### config.mk
export PLATFORM = sky130hd
export DESIGN_NAME = adc_capture_sequencer
export DESIGN_NICKNAME = d
export VERILOG_FILES = /design/src/rtl/adc_capture_sequencer.sv
export SDC_FILE = /design/constraint.sdc
export NUM_CORES = 1
export LEC_CHECK = 0
export BUFFER_PORTS_ARGS = -buffer_cell sky130_fd_sc_hd__buf_2
export CAP_MARGIN = 20
export CORE_MARGIN = 1.5
export CORE_UTILIZATION = 30
export DETAILED_ROUTE_END_ITERATION = 10
export HOLD_SLACK_MARGIN = 0.02
export PLACE_DENSITY_LB_ADDON = 0.1
export SKIP_CTS_REPAIR_TIMING = 1
export SYNTH_ARGS = -nofsm -noshare
export SYNTH_HDL_FRONTEND = slang
export SYNTH_SLANG_ARGS = --single-unit
### constraint.sdc
create_clock -name clk_usb -period 2.45 [get_ports clk_usb]
set_input_delay 0.245 -clock clk_usb [delete_from_list [all_inputs] [get_ports clk_usb]]
set_output_delay 0.245 -clock clk_usb [all_outputs]
set_load 0.005 [all_outputs]
### src/rtl/adc_capture_sequencer.sv
`default_nettype none
// ============================================================================
// adc_capture_sequencer : clk_usb-domain controller for N back-to-back ADC
// captures with trigger timeout, optional forced trigger and FIFO drain wait.
// Revision: 1.0
// ============================================================================
module adc_capture_sequencer #(
   parameter int pCOUNT_W   = 16,
   parameter int pTIMEOUT_W = 32
) (
   input  logic                  clk_usb,
   input  logic                  reset,
   input  logic                  start_i,
   input  logic                  abort_i,
   input  logic [pCOUNT_W-1:0]   num_captures_i,
   input  logic [pTIMEOUT_W-1:0] timeout_i,
   input  logic                  force_on_timeout_i,
   input  logic                  drain_wait_i,
   input  logic                  armed_i,
   input  logic                  capture_go_i,
   input  logic                  fifo_empty_i,
   input  logic                  fifo_error_i,
   output logic                  cmd_arm_o,
   output logic                  trigger_now_o,
   output logic                  busy_o,
   output logic                  done_o,
   output logic                  error_o,
   output logic [pCOUNT_W-1:0]   capture_count_o,
   output logic [pCOUNT_W-1:0]   timeout_count_o
);

   localparam logic [pCOUNT_W-1:0] c_COUNT_MAX = '1;

   typedef enum logic [2:0] {
      IDLE      = 3'd0,
      ARM       = 3'd1,
      WAIT_TRIG = 3'd2,
      WAIT_DONE = 3'd3,
      DRAIN     = 3'd4,
      ERROR     = 3'd5
   } state_t;

   state_t                  r_state;
   logic [2:0]              r_armed_pipe;   // [0] meta, [1] sync, [2] delayed
   logic [2:0]              r_capgo_pipe;
   logic [pCOUNT_W-1:0]     r_num;
   logic [pTIMEOUT_W-1:0]   r_timeout;
   logic                    r_force;
   logic                    r_drain;
   logic [pTIMEOUT_W-1:0]   r_timer;        // zero means not running

   logic                    w_armed_sync;
   logic                    w_cap_rise;
   logic                    w_cap_fall;
   logic                    w_active;
   logic [pCOUNT_W-1:0]     w_capture_next;
   logic [pCOUNT_W-1:0]     w_tcount_next;

   assign w_armed_sync   = r_armed_pipe[1];
   assign w_cap_rise     = r_capgo_pipe[1] & ~r_capgo_pipe[2];
   assign w_cap_fall     = ~r_capgo_pipe[1] & r_capgo_pipe[2];
   assign w_active       = (r_state == ARM) || (r_state == WAIT_TRIG) ||
                           (r_state == WAIT_DONE) || (r_state == DRAIN);
   assign w_capture_next = (capture_count_o == c_COUNT_MAX) ? capture_count_o
                                                            : capture_count_o + pCOUNT_W'(1);
   assign w_tcount_next  = (timeout_count_o == c_COUNT_MAX) ? timeout_count_o
                                                            : timeout_count_o + pCOUNT_W'(1);

   always_ff @(posedge clk_usb) begin
      if (reset) begin
         r_state         <= IDLE;
         r_armed_pipe    <= '0;
         r_capgo_pipe    <= '0;
         r_num           <= '0;
         r_timeout       <= '0;
         r_force         <= 1'b0;
         r_drain         <= 1'b0;
         r_timer         <= '0;
         cmd_arm_o       <= 1'b0;
         trigger_now_o   <= 1'b0;
         busy_o          <= 1'b0;
         done_o          <= 1'b0;
         error_o         <= 1'b0;
         capture_count_o <= '0;
         timeout_count_o <= '0;
      end else begin
         r_armed_pipe  <= {r_armed_pipe[1:0], armed_i};
         r_capgo_pipe  <= {r_capgo_pipe[1:0], capture_go_i};
         trigger_now_o <= 1'b0;
         done_o        <= 1'b0;

         if (abort_i) begin
            r_state   <= IDLE;
            r_timer   <= '0;
            cmd_arm_o <= 1'b0;
            busy_o    <= 1'b0;
         end else if (fifo_error_i && w_active) begin
            r_state   <= ERROR;
            r_timer   <= '0;
            error_o   <= 1'b1;
            cmd_arm_o <= 1'b0;
            busy_o    <= 1'b0;
         end else begin
            case (r_state)
               IDLE: begin
                  if (start_i) begin
                     r_num           <= num_captures_i;
                     r_timeout       <= timeout_i;
                     r_force         <= force_on_timeout_i;
                     r_drain         <= drain_wait_i;
                     error_o         <= 1'b0;
                     capture_count_o <= '0;
                     timeout_count_o <= '0;
                     if (num_captures_i == '0) begin
                        done_o <= 1'b1;
                     end else begin
                        r_state   <= ARM;
                        cmd_arm_o <= 1'b1;
                        busy_o    <= 1'b1;
                     end
                  end
               end

               ARM: begin
                  if (w_armed_sync) begin
                     r_state <= WAIT_TRIG;
                     r_timer <= r_timeout;
                  end
               end

               // A capture edge beats a simultaneous expiry.
               WAIT_TRIG: begin
                  if (w_cap_rise) begin
                     r_state   <= WAIT_DONE;
                     r_timer   <= '0;
                     cmd_arm_o <= 1'b0;
                  end else if (r_timer == pTIMEOUT_W'(1)) begin
                     timeout_count_o <= w_tcount_next;
                     r_timer         <= '0;
                     if (r_force) begin
                        trigger_now_o <= 1'b1;
                     end else begin
                        r_state   <= ERROR;
                        error_o   <= 1'b1;
                        cmd_arm_o <= 1'b0;
                        busy_o    <= 1'b0;
                     end
                  end else if (r_timer != '0) begin
                     r_timer <= r_timer - pTIMEOUT_W'(1);
                  end
               end

               WAIT_DONE: begin
                  if (w_cap_fall) begin
                     capture_count_o <= w_capture_next;
                     if (w_capture_next == r_num) begin
                        r_state <= IDLE;
                        done_o  <= 1'b1;
                        busy_o  <= 1'b0;
                     end else if (r_drain) begin
                        r_state <= DRAIN;
                     end else begin
                        r_state   <= ARM;
                        cmd_arm_o <= 1'b1;
                     end
                  end
               end

               DRAIN: begin
                  if (fifo_empty_i) begin
                     r_state   <= ARM;
                     cmd_arm_o <= 1'b1;
                  end
               end

               ERROR: begin
                  r_state <= IDLE;
               end

               default: begin
                  r_state   <= IDLE;
                  cmd_arm_o <= 1'b0;
                  busy_o    <= 1'b0;
               end
            endcase
         end
      end
   end

endmodule
`default_nettype wire

# Word-level counts from Yosys, hierarchy flattened
# Cells that the tools add are included.
dict set report op_classes {
  reduce_logical 25
  bitwise 10
  n_eq_ne 34
  addsub 3
  muxes 51
}
# cell n
set op_table {}
lappend op_table {{$mux W32} 4}
lappend op_table {{$mux W16} 6}
lappend op_table {{$pmux W16 S2} 2}
lappend op_table {{$pmux W32 S2} 1}
lappend op_table {{$mux W3} 11}
lappend op_table {{$add A16 B1 Y16 const B} 2}
lappend op_table {{$eq A16 B16 Y1 const B} 2}
lappend op_table {{$eq A32 B1 Y1 const B} 1}
lappend op_table {{$reduce_bool A32 Y1} 1}
lappend op_table {{$sub A32 B1 Y32 const B} 1}
lappend op_table {{$mux W1} 22}
lappend op_table {{$reduce_and A7 Y1} 3}
lappend op_table {{$ne A2 B2 Y1 const B} 10}
lappend op_table {{$ne A3 B2 Y1 const B} 6}
lappend op_table {{$eq A16 B16 Y1} 1}
lappend op_table {{$logic_not A16 Y1} 1}
lappend op_table {{$pmux W3 S5} 1}
lappend op_table {{$ne A3 B3 Y1 const B} 3}
lappend op_table {{$reduce_and A9 Y1} 1}
lappend op_table {{$ne A4 B2 Y1 const B} 2}
lappend op_table {{$not A1 Y1} 8}
lappend op_table {{$reduce_and A8 Y1} 1}
lappend op_table {{$eq A3 B2 Y1 const B} 2}
lappend op_table {{$eq A3 B3 Y1 const B} 2}
lappend op_table {{20 further kinds} 29}
dict set report word_totals {
  ff_bits 127
  elab_cells 139
  out_inout_bits 37
}

# Logic depth before layout (Yosys ltp)
# Gate-level depths: netlist (run 1).
dict set report depth {
  depth_word 7
  depth_mapped 11
  depth_no_buf 9
}

# Least setup slack after synthesis (run 1)
# Ideal clock, no wire load.
dict set report synth_timing {
  kind {reg2reg}
  startpoint {reg capture_count_o[0]}
  endpoint {reg r_state[0]}
  arrival_ps 2567
  path_stages_with_launch 11
  setup_slack_ps -248
  setup_time_ps 131
  path_buffers 1
  period_less_slack_ps 2698
  path_cell_list {dfxtp_1 > ha_1 > nand3_2 > or4_1 > clkbuf_1 > mux2i_1 > o32ai_1 > a2111o_1 > nor4_4 > or3_1 > a31oi_1}
}
dict set report synth_between {
  elab_chain_cells 7
}
# item line_no
set synth_rtl {}
lappend synth_rtl {{start, declared} 28} ;# output logic [pCOUNT_W-1:0] capture_count_o,
lappend synth_rtl {{start signal, assigned} 155} ;# capture_count_o <= w_capture_next;
lappend synth_rtl {{$add A16 B1 Y16 or $eq A16 B16 Y1 (tied branches)} {65, 64}}
lappend synth_rtl {{$mux W16 (*)} 64} ;# assign w_capture_next = (capture_count_o == c_COUNT_MAX) ? capture_count_o
lappend synth_rtl {{$eq A16 B16 Y1 (*)} 156} ;# if (w_capture_next == r_num) begin
lappend synth_rtl {{$mux W3 (*)} 156}
lappend synth_rtl {{$mux W3 (*)} 154} ;# if (w_cap_fall) begin
lappend synth_rtl {{$pmux W3 S5 (*)} 104} ;# case (r_state)
lappend synth_rtl {{$mux W3 (*)} 97} ;# end else if (fifo_error_i && w_active) begin
lappend synth_rtl {{end signal, assigned} 98} ;# r_state <= ERROR;
lappend synth_rtl {{end signal, assigned} 157} ;# r_state <= IDLE;
lappend synth_rtl {{end signal, assigned} 161} ;# r_state <= DRAIN;
lappend synth_rtl {{end, declared} 43} ;# state_t r_state;
# Mark *: on every way between the ends. The rest lies on a longest branch, timed or not. The select of a mux whose other input is x is not followed.
# A chain may end at the register's enable or synchronous reset.

# Worst setup path after layout (run 1)
# Ends and elaborated chain as after synthesis.

==> flow_summary.rst, run 1 <==
.. list-table::
   :header-rows: 1

   * - Metric
     - Value
   * - Run status
     - finished with violations
   * - Violations in the final reports
     - setup timing
   * - Startpoint of the worst-slack reg-to-reg timing path
     - capture_count_o[0]
   * - Maximum achievable frequency
     - 0.387 GHz
   * - Share of final-layout standard cells stronger than drive strength 1
     - 30.0%
   * - Nets
     - 1114
   * - Post-route cell area
     - 0.00900 mm2
   * - Via count of the first global-routing pass
     - 6548
   * - Worst hold path type
     - input pin to flop
   * - Most used cells in the layout excluding fill and tap cells
     - 139 x sky130_fd_sc_hd__nand2_1, 132 x sky130_fd_sc_hd__buf_4, 109 x sky130_fd_sc_hd__dfxtp_1
   * - Sw Pwr
     - 1.31 mW
   * - Post-route clock period utilization
     - 106%
   * - FF-to-FF path depth
     - 8
   * - Part of the total power dissipated in the clock network
     - 48.4%
   * - Largest area contributor in the netlist
     - sky130_fd_sc_hd__dfxtp_1
   * - Highest routed layer
     - met4
   * - Clock latency on the worst-skew pair
     - 430 ps
   * - FF+latch area
     - 0.00257 mm2
   * - P_int
     - 3.81 mW
   * - Post-DP Area
     - 0.00823 mm2
   * - Post-synthesis cell area
     - 0.00655 mm2
   * - Placer's final routability congestion estimate
     - 0.847
   * - Unique cell type count in the Yosys netlist
     - 67
   * - Inserted Diodes
     - 0
   * - Largest voltage drop on the vdd net
     - 402 uV
   * - Total of flip-flops plus latches after synthesis
     - 127
   * - Fin crit period
     - 2590 ps
   * - Cell types occupying the most area after synthesis
     - sky130_fd_sc_hd__dfxtp_1 39%, sky130_fd_sc_hd__a21oi_1 8.2%, sky130_fd_sc_hd__nand2_1 8.0%, sky130_fd_sc_hd__nor2_1 4.2%, sky130_fd_sc_hd__o21ai_0 3.9%
   * - I/O Buffers
     - 94
   * - Vias after detailed routing
     - 6859
   * - Clock transition at path regs
     - 60 ps
   * - Final design utilization
     - 42.4%
   * - Clock skew
     - 9.00 ps
   * - Vias/cell
     - 5.12
   * - Crit path kind
     - flop to flop
   * - Root cell of the clock tree
     - sky130_fd_sc_hd__clkbuf_16
   * - Top-level I/O count
     - 95
   * - Detailed-routed wire length on met3
     - 804 um
   * - FFs w/ async S/R, synth
     - 0%
   * - Wire length on met2
     - 9820 um
   * - Maximum level of the CTS H-tree
     - 4
   * - Clock sink total
     - 127
   * - Die Height
     - 151 um
   * - Setup WS post-layout
     - -136 ps
   * - Setup repair after global routing missed its margin
     - true
   * - Maximum number of pins on one net before global-route repair
     - 40
   * - Overflow left after global routing
     - 0
   * - Largest driver fanout on the critical path
     - 5
   * - Data arrival, critical path
     - 2880 ps
   * - Half-perimeter wire length after placement
     - 15200 um
   * - Gate count after technology mapping
     - 860
   * - Number of max-slew violations in the final report
     - 0
   * - Ys Warns
     - 0
   * - Overall routed net length
     - 21000 um
   * - Most frequently used flop master after synthesis
     - sky130_fd_sc_hd__dfxtp_1
   * - Hold Path Cell Cnt
     - 3
   * - Antenna Nets Post-Route
     - 0
   * - Slew headroom
     - 64.0%
   * - CP startpoint
     - capture_count_o[0]
   * - Initial drt markers
     - 357
   * - Die span in x
     - 151 um
   * - Count of filler cells inserted in the layout
     - 2261
   * - Transition at the pin with the smallest max-transition slack
     - 540 ps
   * - Initial core utilization
     - 30.9%
   * - Syn Nets
     - 922
   * - Count of placed standard cells including taps
     - 1300
   * - Number of optimization iterations in the first detailed-route pass
     - 4
   * - Power density normalized to cell area
     - 568 mW/mm2
   * - Number of buffers added by the clock tree synthesis step
     - 17
   * - P&R area growth vs syn
     - 37.4%
   * - Leak Pwr
     - 3.62 nW
   * - Sw Share
     - 25.6%
   * - Clock Path Buffers
     - 2
   * - Setup violation total in the final timing report
     - 5
   * - Average cell area after synthesis
     - 7.62 um2
   * - Reg power frac
     - 42.4%
   * - Most common library cell in the layout ignoring fill and taps
     - sky130_fd_sc_hd__nand2_1
   * - Area taken by multi-input logic gates
     - 0.00391 mm2
   * - DIE AREA
     - 0.0227 mm2
   * - Number of placement rows
     - 53
   * - Comb power frac
     - 9.3%
   * - Area fraction of the dominant cell type after synthesis
     - 38.8%
   * - Data required time of the worst path
     - 2740 ps
   * - Clock tree from TritonCTS
     - done
   * - Hold Crit Start
     - timeout_i[10]
   * - Number of remaining DRC errors
     - 0
   * - Setup_tns
     - -467 ps
   * - Number of hold violations in the final report
     - 0
   * - EDFF count, synth
     - 0
   * - Startpoint type of the worst setup path
     - flop
   * - Critical Path Sink Type
     - flop
   * - Wl on met1
     - 9970 um
   * - Antenna violations before repair
     - 0
   * - Combined global-route utilization of all metal layers
     - 18.9%
   * - Global-route wire length before repair
     - 33500 um
   * - Core area
     - 0.0212 mm2
   * - Average routed wire per standard cell
     - 15.6 um
   * - Register area share after synthesis
     - 38.8%
   * - Post-route non-filler standard cell count
     - 1340
   * - Max-capacitance violation count
     - 0
kinds of logic after synthesis:
kind of cell               count (synthesis)  synth area share, %
AOI/OAI and AO/OA                        236                 21.5
xor gates and xnor gates                  35                 4.89
adders and majority gates                  4                0.764
buffers and inverters                     71                 4.28
DFF                                      127                 38.8
muxes                                      6                0.936
and+or+nand+nor                          381                 28.8
final cells by class:
type | instances | area share, %
Clock inverter | 15 | 1.64
Inverter | 12 | 0.500
Sequential cell | 127 | 28.5
Multi-Input combinational cell | 662 | 43.4
Timing Repair Buffer | 232 | 17.4
Tap cell | 275 | 3.82
Clock buffer | 17 | 4.72
per-layer routing:
layer	global-route usage, %	vias to the layer above
met5	0	-
met4	6.02	0
met3	3.70	23
met2	31.0	126
met1	24.9	3235
li1	-	3475
sequential cells by signal, indices dropped and copies added (netlist names):
signal,flops
busy_o,1
capture_count_o,16
cmd_arm_o,1
done_o,1
error_o,1
r_armed_pipe,2
r_capgo_pipe,3
r_drain,1
r_force,1
r_num,16
r_state,3
r_timeout,32
r_timer,32
timeout_count_o,16
trigger_now_o,1
worst max-delay path: stages (launching register included):
cell                        delay, ps
sky130_fd_sc_hd__dfxtp_4          370
sky130_fd_sc_hd__xnor2_1          260
sky130_fd_sc_hd__a21boi_0         230
sky130_fd_sc_hd__o2111ai_1        180
sky130_fd_sc_hd__a221o_1          330
sky130_fd_sc_hd__a2111o_1         440
sky130_fd_sc_hd__nor4_4           430
sky130_fd_sc_hd__or3_1            160
sky130_fd_sc_hd__a31oi_1           60
path summary, 6_finish.rpt:
kind	end	slack, ps
worst max-delay path	r_state[0]	-140
worst min-delay path	r_timeout[10]	50
worst max register to register	r_state[0]	-140
worst min register to register	r_capgo_pipe[1]	440
cells in the mapped netlist (all sizes together), types with 5 or more instances:
cell type,count
nand2,139
dfxtp,127
a21oi,108
nor2,75
o21ai,52
clkbuf,50
nor3,36
nand3,29
nor4,20
xor2,18
xnor2,16
nand4,14
nor2b,13
and3,12
inv,12
or3,11
a31oi,9
and2,9
buf,9
o22ai,9
a22oi,8
a32oi,8
a221oi,6
nand2b,6
a211oi,5
mux2i,5
o31ai,5
or4,5
power by group through the flow:
| stage | clock (mW) | sequential, mW | combinational, mW |
|---|---|---|---|
| after global routing | 2.62 | 2.17 | 0.531 |
| after floorplan | 0 | 2.19 | 0.283 |
| after global placement | 0 | 2.21 | 0.470 |
| final | 2.47 | 2.17 | 0.475 |
| after detailed placement | 0 | 2.21 | 0.470 |
| after CTS | 2.53 | 2.16 | 0.472 |
per-stage QoR:
| step | setup slack [ps] | power, mW | hold slack (ps) |
|---|---|---|---|
| global route | -254 | 5.32 | 47.5 |
| floorplan | -35.5 | 2.47 | 373 |
| detailed placement | -140 | 2.68 | 429 |
| CTS | -180 | 5.17 | 32.0 |
| finish | -136 | 5.11 | 49.7 |
| global placement | -97.7 | 2.68 | 439 |
No activity file was read; power rests on OpenSTA's default activity.
==> run 2, diff against run 1 <==
--- a/config.mk
+++ b/config.mk
@@ -5,6 +5,7 @@
 export SDC_FILE = /design/constraint.sdc
 export NUM_CORES = 1
 export LEC_CHECK = 0
+export ABC_AREA = 1
 export BUFFER_PORTS_ARGS = -buffer_cell sky130_fd_sc_hd__buf_2
 export CAP_MARGIN = 20
 export CORE_MARGIN = 1.5
==> run 2 against run 1 <==
  * Largest cell class unchanged
  * Combinational power grew to 4.0 times the previous value
  * Clock power grew 4%
  * Sequential power grew 7%
  * Setup slack gained 430 ps
  * Global-route usage shrank 0.31 points
  * Core utilization shrank 5.0 points
  * The flow now finishes without violations
  * Non-clock buffer count shrank 108
  * Die area grew 6.7%
==> flow_summary.rst, run 2 <==
.. list-table::
   :header-rows: 1

   * - Metric
     - Value
   * - Setup WS post-layout
     - 292 ps
   * - Data required time of the worst path
     - 2750 ps
   * - Worst r2r dst
     - busy_o
   * - Count of placed standard cells including taps
     - 1441
   * - Part of the total power dissipated in the clock network
     - 37.9%
   * - Clock tree from TritonCTS
     - done
   * - Maximum number of pins on one net before global-route repair
     - 91
   * - Number of remaining DRC errors
     - 0
   * - Initial core utilization
     - 30.7%
   * - Number of optimization iterations in the first detailed-route pass
     - 5
   * - Post-DP Area
     - 0.00793 mm2
   * - Most used cells in the layout excluding fill and tap cells
     - 216 x sky130_fd_sc_hd__nand2_1, 125 x sky130_fd_sc_hd__a21oi_1, 124 x sky130_fd_sc_hd__dfxtp_1
   * - Setup repair after global routing missed its margin
     - false
   * - Critical Path Sink Type
     - flop
   * - Clock sink total
     - 127
   * - Inserted Diodes
     - 0
   * - Via count of the first global-routing pass
     - 6791
   * - Cell types occupying the most area after synthesis
     - sky130_fd_sc_hd__dfxtp_1 36%, sky130_fd_sc_hd__nand2_1 12%, sky130_fd_sc_hd__a21oi_1 8.9%, sky130_fd_sc_hd__inv_1 6.0%, sky130_fd_sc_hd__o21ai_0 5.6%
   * - Most frequently used flop master after synthesis
     - sky130_fd_sc_hd__dfxtp_1
   * - Post-route cell area
     - 0.00854 mm2
   * - Highest routed layer
     - met4
   * - Post-synthesis cell area
     - 0.00700 mm2
   * - P&R area growth vs syn
     - 22.0%
   * - Global-route wire length before repair
     - 35500 um
   * - Area fraction of the dominant cell type after synthesis
     - 36.3%
   * - P_int
     - 4.50 mW
   * - Maximum level of the CTS H-tree
     - 4
   * - Gate count after technology mapping
     - 1044
   * - Overall routed net length
     - 21600 um
   * - Vias/cell
     - 4.73
   * - Final design utilization
     - 37.5%
   * - Post-route non-filler standard cell count
     - 1473
   * - Die span in x
     - 156 um
   * - Reg power frac
     - 34.2%
   * - Vias after detailed routing
     - 6965
   * - Setup violation total in the final timing report
     - 0
   * - Total Power
     - 6.80 mW
   * - Power density normalized to cell area
     - 797 mW/mm2
   * - Clock latency on the worst-skew pair
     - 420 ps
   * - Most common library cells after synthesis
     - 217 x sky130_fd_sc_hd__nand2_1, 127 x sky130_fd_sc_hd__dfxtp_1, 125 x sky130_fd_sc_hd__a21oi_1
   * - Number of placement rows
     - 55
   * - Core area
     - 0.0228 mm2
   * - Startpoint type of the worst setup path
     - flop
   * - Hold Path Cell Cnt
     - 3
   * - I/O Buffers
     - 94
   * - Sw Share
     - 33.9%
   * - Run status
     - complete, no violations
   * - Clock Path Buffers
     - 2
   * - Post-placement setup slack
     - 102 ps
   * - Antenna violations before repair
     - 0
   * - Largest voltage drop on the vdd net
     - 411 uV
   * - Most frequently used cell type in the post-synthesis netlist
     - sky130_fd_sc_hd__nand2_1
   * - Max-capacitance violation count
     - 0
   * - Placer's final routability congestion estimate
     - 0.828
   * - Leak Pwr
     - 3.60 nW
   * - Setup slack of the most critical reg-to-reg path
     - 290 ps
   * - EDFF count, synth
     - 0
   * - Largest regs
     - r_timeout (32), r_timer (32)
   * - Detailed-routed wire length on met3
     - 536 um
   * - Unique cell type count in the Yosys netlist
     - 47
   * - Slew headroom
     - 65.9%
   * - Number of hold violations in the final report
     - 0
   * - Number of max-slew violations in the final report
     - 0
   * - Average routed wire per standard cell
     - 14.6 um
   * - Clock skew
     - 11.8 ps
   * - Nets
     - 1209
   * - Half-perimeter wire length after placement
     - 16000 um
   * - Comb power frac
     - 27.9%
   * - Sw Pwr
     - 2.30 mW
   * - Largest area contributor in the netlist
     - sky130_fd_sc_hd__dfxtp_1
   * - Startpoint of the worst-slack reg-to-reg timing path
     - r_timer[21]
   * - Largest driver fanout on the critical path
     - 5
   * - Fin crit period
     - 2160 ps
   * - WHS Endpoint
     - r_capgo_pipe[0]
   * - Combined global-route utilization of all metal layers
     - 18.6%
   * - Die Height
     - 156 um
   * - Share of final-layout standard cells stronger than drive strength 1
     - 19.9%
   * - Post-route clock period utilization
     - 88.1%
   * - Most common library cell in the layout ignoring fill and taps
     - sky130_fd_sc_hd__nand2_1
   * - Syn Nets
     - 1106
   * - FFs w/ async S/R, synth
     - 0%
   * - Register area share after synthesis
     - 36.3%
   * - Hold Crit Start
     - capture_go_i
   * - Transition at the pin with the smallest max-transition slack
     - 507 ps
   * - Wl on met1
     - 10600 um
   * - Number of buffers added by the clock tree synthesis step
     - 17
   * - Overflow left after global routing
     - 0
   * - Setup_tns
     - 0 ps
   * - Data arrival, critical path
     - 2460 ps
   * - Wire length on met2
     - 10100 um
   * - Initial drt markers
     - 369
   * - Clock transition at path regs
     - 60 ps
   * - Min Hold Slack
     - 37.2 ps
   * - Antenna Nets Post-Route
     - 0
   * - Top-level I/O count
     - 95
   * - Maximum achievable frequency
     - 0.463 GHz
   * - Worst hold path type
     - input pin to flop
   * - Ys Warns
     - 0
   * - Average cell area after synthesis
     - 6.70 um2
   * - FF-to-FF path depth
     - 13
   * - Crit path kind
     - flop to flop
   * - DIE AREA
     - 0.0243 mm2
   * - Root cell of the clock tree
     - sky130_fd_sc_hd__clkbuf_16
   * - Total of flip-flops plus latches after synthesis
     - 127
[run 2: cell types whose count changed after synthesis, sizes merged, moves of 18 or more]
| cell | previous run | this run |
|---|---|---|
| clkbuf | 50 | 25 |
| nand2 | 139 | 235 |
| nor3 | 36 | 12 |
| inv | 12 | 123 |
| o21ai | 52 | 82 |
| a21oi | 108 | 126 |
| nor2 | 75 | 121 |
| nand3 | 29 | 75 |
[run 2: power groups by stage]
stage / registers [mW] / logic (mW) / clock network [mW]
2_1_floorplan: 2.34 / 1.40 / 0
3_3_place_gp: 2.37 / 1.91 / 0
3_5_place_dp: 2.37 / 1.90 / 0
4_1_cts: 2.33 / 1.91 / 2.64
5_1_grt: 2.34 / 2.18 / 2.72
6_report: 2.33 / 1.90 / 2.58
[run 2: area by class of cell]
type | count | area, um2
Clock buffer | 19 | 443
Clock inverter | 13 | 145
Fill cell | 2499 | 14200
Inverter | 126 | 479
Multi-Input combinational cell | 751 | 3810
Sequential cell | 127 | 2550
Tap cell | 313 | 392
Timing Repair Buffer | 124 | 721
[run 2: worst max-delay path by stage]
stage | from | endpoint | slack, ps | depth (start not counted)
final | r_timer[21] | busy_o | 290 | 13
after global routing | capture_count_o[6] | r_state[0] | 10 | 15
after CTS | capture_count_o[1] | busy_o | 80 | 17
after detailed placement | capture_count_o[1] | busy_o | 100 | 17
after global placement | capture_count_o[1] | busy_o | 130 | 17
after floorplan | capture_count_o[0] | busy_o | 360 | 17
[run 2: per-layer routing]
layer	GRT usage, %	vias to the layer above
met5	0	-
met4	4.90	0
met3	3.06	16
met2	31.6	102
met1	24.3	3186
li1	-	3661
[run 2: critical path: stages, from the launching register on]
cell	delay, ps
sky130_fd_sc_hd__dfxtp_1	360
sky130_fd_sc_hd__nor2_1	150
sky130_fd_sc_hd__nand2_1	80
sky130_fd_sc_hd__nor2_2	140
sky130_fd_sc_hd__nand2_2	90
sky130_fd_sc_hd__nor2_4	110
sky130_fd_sc_hd__nand3_1	100
sky130_fd_sc_hd__nand2_2	120
sky130_fd_sc_hd__nand2_2	70
sky130_fd_sc_hd__a21oi_1	220
sky130_fd_sc_hd__nor3b_1	390
sky130_fd_sc_hd__nand2_1	100
sky130_fd_sc_hd__nand2_1	80
sky130_fd_sc_hd__a21oi_2	50
[run 2: cells by family (layout without fill, tap and decap cells)]
group	count (synthesis)	in the layout	synth area share [%]
xor+xnor	21	21	2.63
simple gates	480	480	31.9
compound gates	246	246	19.0
flops	127	127	36.3
buf+inv	166	282	9.46
fa+ha+maj	4	4	0.715
==> run 3, diff against run 2 <==
--- a/config.mk
+++ b/config.mk
@@ -8,8 +8,9 @@
 export ABC_AREA = 1
 export BUFFER_PORTS_ARGS = -buffer_cell sky130_fd_sc_hd__buf_2
 export CAP_MARGIN = 20
+export CORE_ASPECT_RATIO = 1.75
 export CORE_MARGIN = 1.5
-export CORE_UTILIZATION = 30
+export CORE_UTILIZATION = 45
 export DETAILED_ROUTE_END_ITERATION = 10
 export HOLD_SLACK_MARGIN = 0.02
 export PLACE_DENSITY_LB_ADDON = 0.1
==> run 3 against run 2 <==
  * Largest cell class unchanged
  * Clock skew is 1.4 ps higher
  * Cell area is 1.5% lower
  * Critical path type unchanged
  * Register-to-register slack worse by 160 ps
  * Routed wire length is 3.4% lower
  * Cell count is 8.3% lower
  * Sequential cell count stayed put
  * Largest power group unchanged
==> flow_summary.rst, run 3 (synthesis results as in run 2) <==
.. list-table::
   :header-rows: 1

   * - Metric
     - Value
   * - Most used cells in the layout excluding fill and tap cells
     - 216 x sky130_fd_sc_hd__nand2_1, 125 x sky130_fd_sc_hd__a21oi_1, 125 x sky130_fd_sc_hd__dfxtp_1
   * - Number of remaining DRC errors
     - 0
   * - Largest voltage drop on the vdd net
     - 452 uV
   * - Clock tree from TritonCTS
     - done
   * - Clock skew
     - 13.3 ps
   * - Vias after detailed routing
     - 7192
   * - Largest driver fanout on the critical path
     - 5
   * - Root cell of the clock tree
     - sky130_fd_sc_hd__clkbuf_16
   * - Data required time of the worst path
     - 2760 ps
   * - Worst hold path type
     - input pin to flop
   * - Power density normalized to cell area
     - 791 mW/mm2
   * - Clock transition at path regs
     - 60 ps
   * - Hold Path Cell Cnt
     - 3
   * - Nets
     - 1216
   * - Largest regs
     - r_timeout (32), r_timer (32)
   * - Die Height
     - 168 um
   * - Number of max-slew violations in the final report
     - 0
   * - P&R area growth vs syn
     - 20.1%
   * - Largest delay contributor family on the critical path
     - simple AND/OR/NAND/NOR gates
   * - Clock sink total
     - 127
   * - Placer's final routability congestion estimate
     - 0.896
   * - Clock latency on the worst-skew pair
     - 420 ps
   * - Count of placed standard cells including taps
     - 1321
   * - Biggest cell delay along the critical path
     - 340 ps
   * - Maximum achievable frequency
     - 0.432 GHz
   * - Data arrival, critical path
     - 2620 ps
   * - Global-route wire length before repair
     - 33700 um
   * - Max-capacitance violation count
     - 0
   * - Setup violation total in the final timing report
     - 0
   * - Initial drt markers
     - 292
   * - Via count of the first global-routing pass
     - 6937
   * - DIE AREA
     - 0.0163 mm2
   * - Crit path kind
     - flop to flop
   * - Setup_tns
     - 0 ps
   * - Number of hold violations in the final report
     - 0
   * - Post-route clock period utilization
     - 94.4%
   * - Fin crit period
     - 2310 ps
   * - Critical Path Sink Type
     - flop
   * - Final design utilization
     - 54.9%
   * - Number of buffers added by the clock tree synthesis step
     - 17
   * - Antenna violations before repair
     - 0
   * - Number of placement rows
     - 60
   * - Startpoint type of the worst setup path
     - flop
   * - Setup WS post-layout
     - 136 ps
   * - Post-route cell area
     - 0.00841 mm2
   * - Share of final-layout standard cells stronger than drive strength 1
     - 20.1%
   * - Worst path slowest cell
     - sky130_fd_sc_hd__dfxtp_1
   * - Post-route non-filler standard cell count
     - 1351
   * - Average routed wire per standard cell
     - 15.4 um
   * - Post-DP Area
     - 0.00783 mm2
   * - Half-perimeter wire length after placement
     - 16000 um
   * - Min Hold Slack
     - 34.9 ps
   * - Antenna Nets Post-Route
     - 0
   * - Slew headroom
     - 70.0%
   * - Top-level I/O count
     - 95
   * - FF-to-FF path depth
     - 15
   * - I/O Buffers
     - 94
   * - Maximum number of pins on one net before global-route repair
     - 86
   * - Post-placement setup slack
     - 71.0 ps
   * - Maximum level of the CTS H-tree
     - 4
   * - Leak Pwr
     - 3.63 nW
   * - Clock Path Buffers
     - 2
   * - Initial core utilization
     - 45.7%
   * - Transition at the pin with the smallest max-transition slack
     - 446 ps
   * - Combined global-route utilization of all metal layers
     - 25.9%
   * - Setup repair after global routing missed its margin
     - false
   * - Ordered list of cells on the worst path
     - ha_2, nand2_2, nor2_4, nand2_4, o21ai_0, buf_4, nand3_1, nand2_1, buf_4, and3_1, nand3b_1, nor2_1, nand3_1, nand2_1, a21oi_1
   * - Most common library cell in the layout ignoring fill and taps
     - sky130_fd_sc_hd__nand2_1
   * - Number of optimization iterations in the first detailed-route pass
     - 5
   * - Inserted Diodes
     - 0
   * - Die span in x
     - 97.3 um
   * - Run status
     - complete, no violations
   * - WP buf/inv
     - 2
   * - Vias/cell
     - 5.32
   * - Total Power
     - 6.65 mW
   * - Core area
     - 0.0153 mm2
   * - Stages on the worst setup path
     - 15
   * - Overall routed net length
     - 20800 um
   * - Overflow left after global routing
     - 0
[run 3: cell types whose count changed in the layout (fill, tap and decap cells not counted), moves of 2 or more]
| cell | change |
|---|---|
| sky130_fd_sc_hd__buf_4 | +6 |
| sky130_fd_sc_hd__bufinv_16 | -2 |
| sky130_fd_sc_hd__clkinv_2 | -4 |
| sky130_fd_sc_hd__nor2_2 | -2 |
[run 3: worst register-to-register path: cells and delay by family (launching register included)]
family	cells	cell delay [ps]
DFF	1	340
and+or+nand+nor	10	1090
adders and majority gates	1	230
AOI/OAI and AO/OA	2	260
buffers and inverters	2	290
[run 3: power breakdown]
group | switching (mW) | leakage, nW | total, mW | internal [mW]
combinational | 1.26 | 2.33 | 1.94 | 0.683
sequential | 0.104 | 1.03 | 2.33 | 2.22
clock | 0.949 | 0.264 | 2.38 | 1.43
[run 3: layout make-up]
type,instances,area [um2]
clock inverters,10,90.1
inverters,126,478
fillers,1579,6910
multi-input cells,751,3820
repair buffers,131,786
well taps,186,233
clock buffers,20,457
flip-flops and latches,127,2540
[run 3: routing by layer]
metal  vias up  global-route usage [%]  share of wire [%]
met5         -                       0                  0
met4         0                    13.5                4.6
met3        64                    3.61                2.7
met2       176                    50.9                 55
met1      3278                    25.9                 38
li1       3674                       -                  -
[run 3: path summary, 6_finish.rpt]
path | slack (ps) | startpoint | endpoint
worst max-delay path | 140 | capture_count_o[0] | cmd_arm_o
worst min register to register | 410 | r_armed_pipe[0] | r_armed_pipe[1]
worst min-delay path | 30 | capture_go_i | r_capgo_pipe[0]
worst max register to register | 140 | capture_count_o[0] | cmd_arm_o
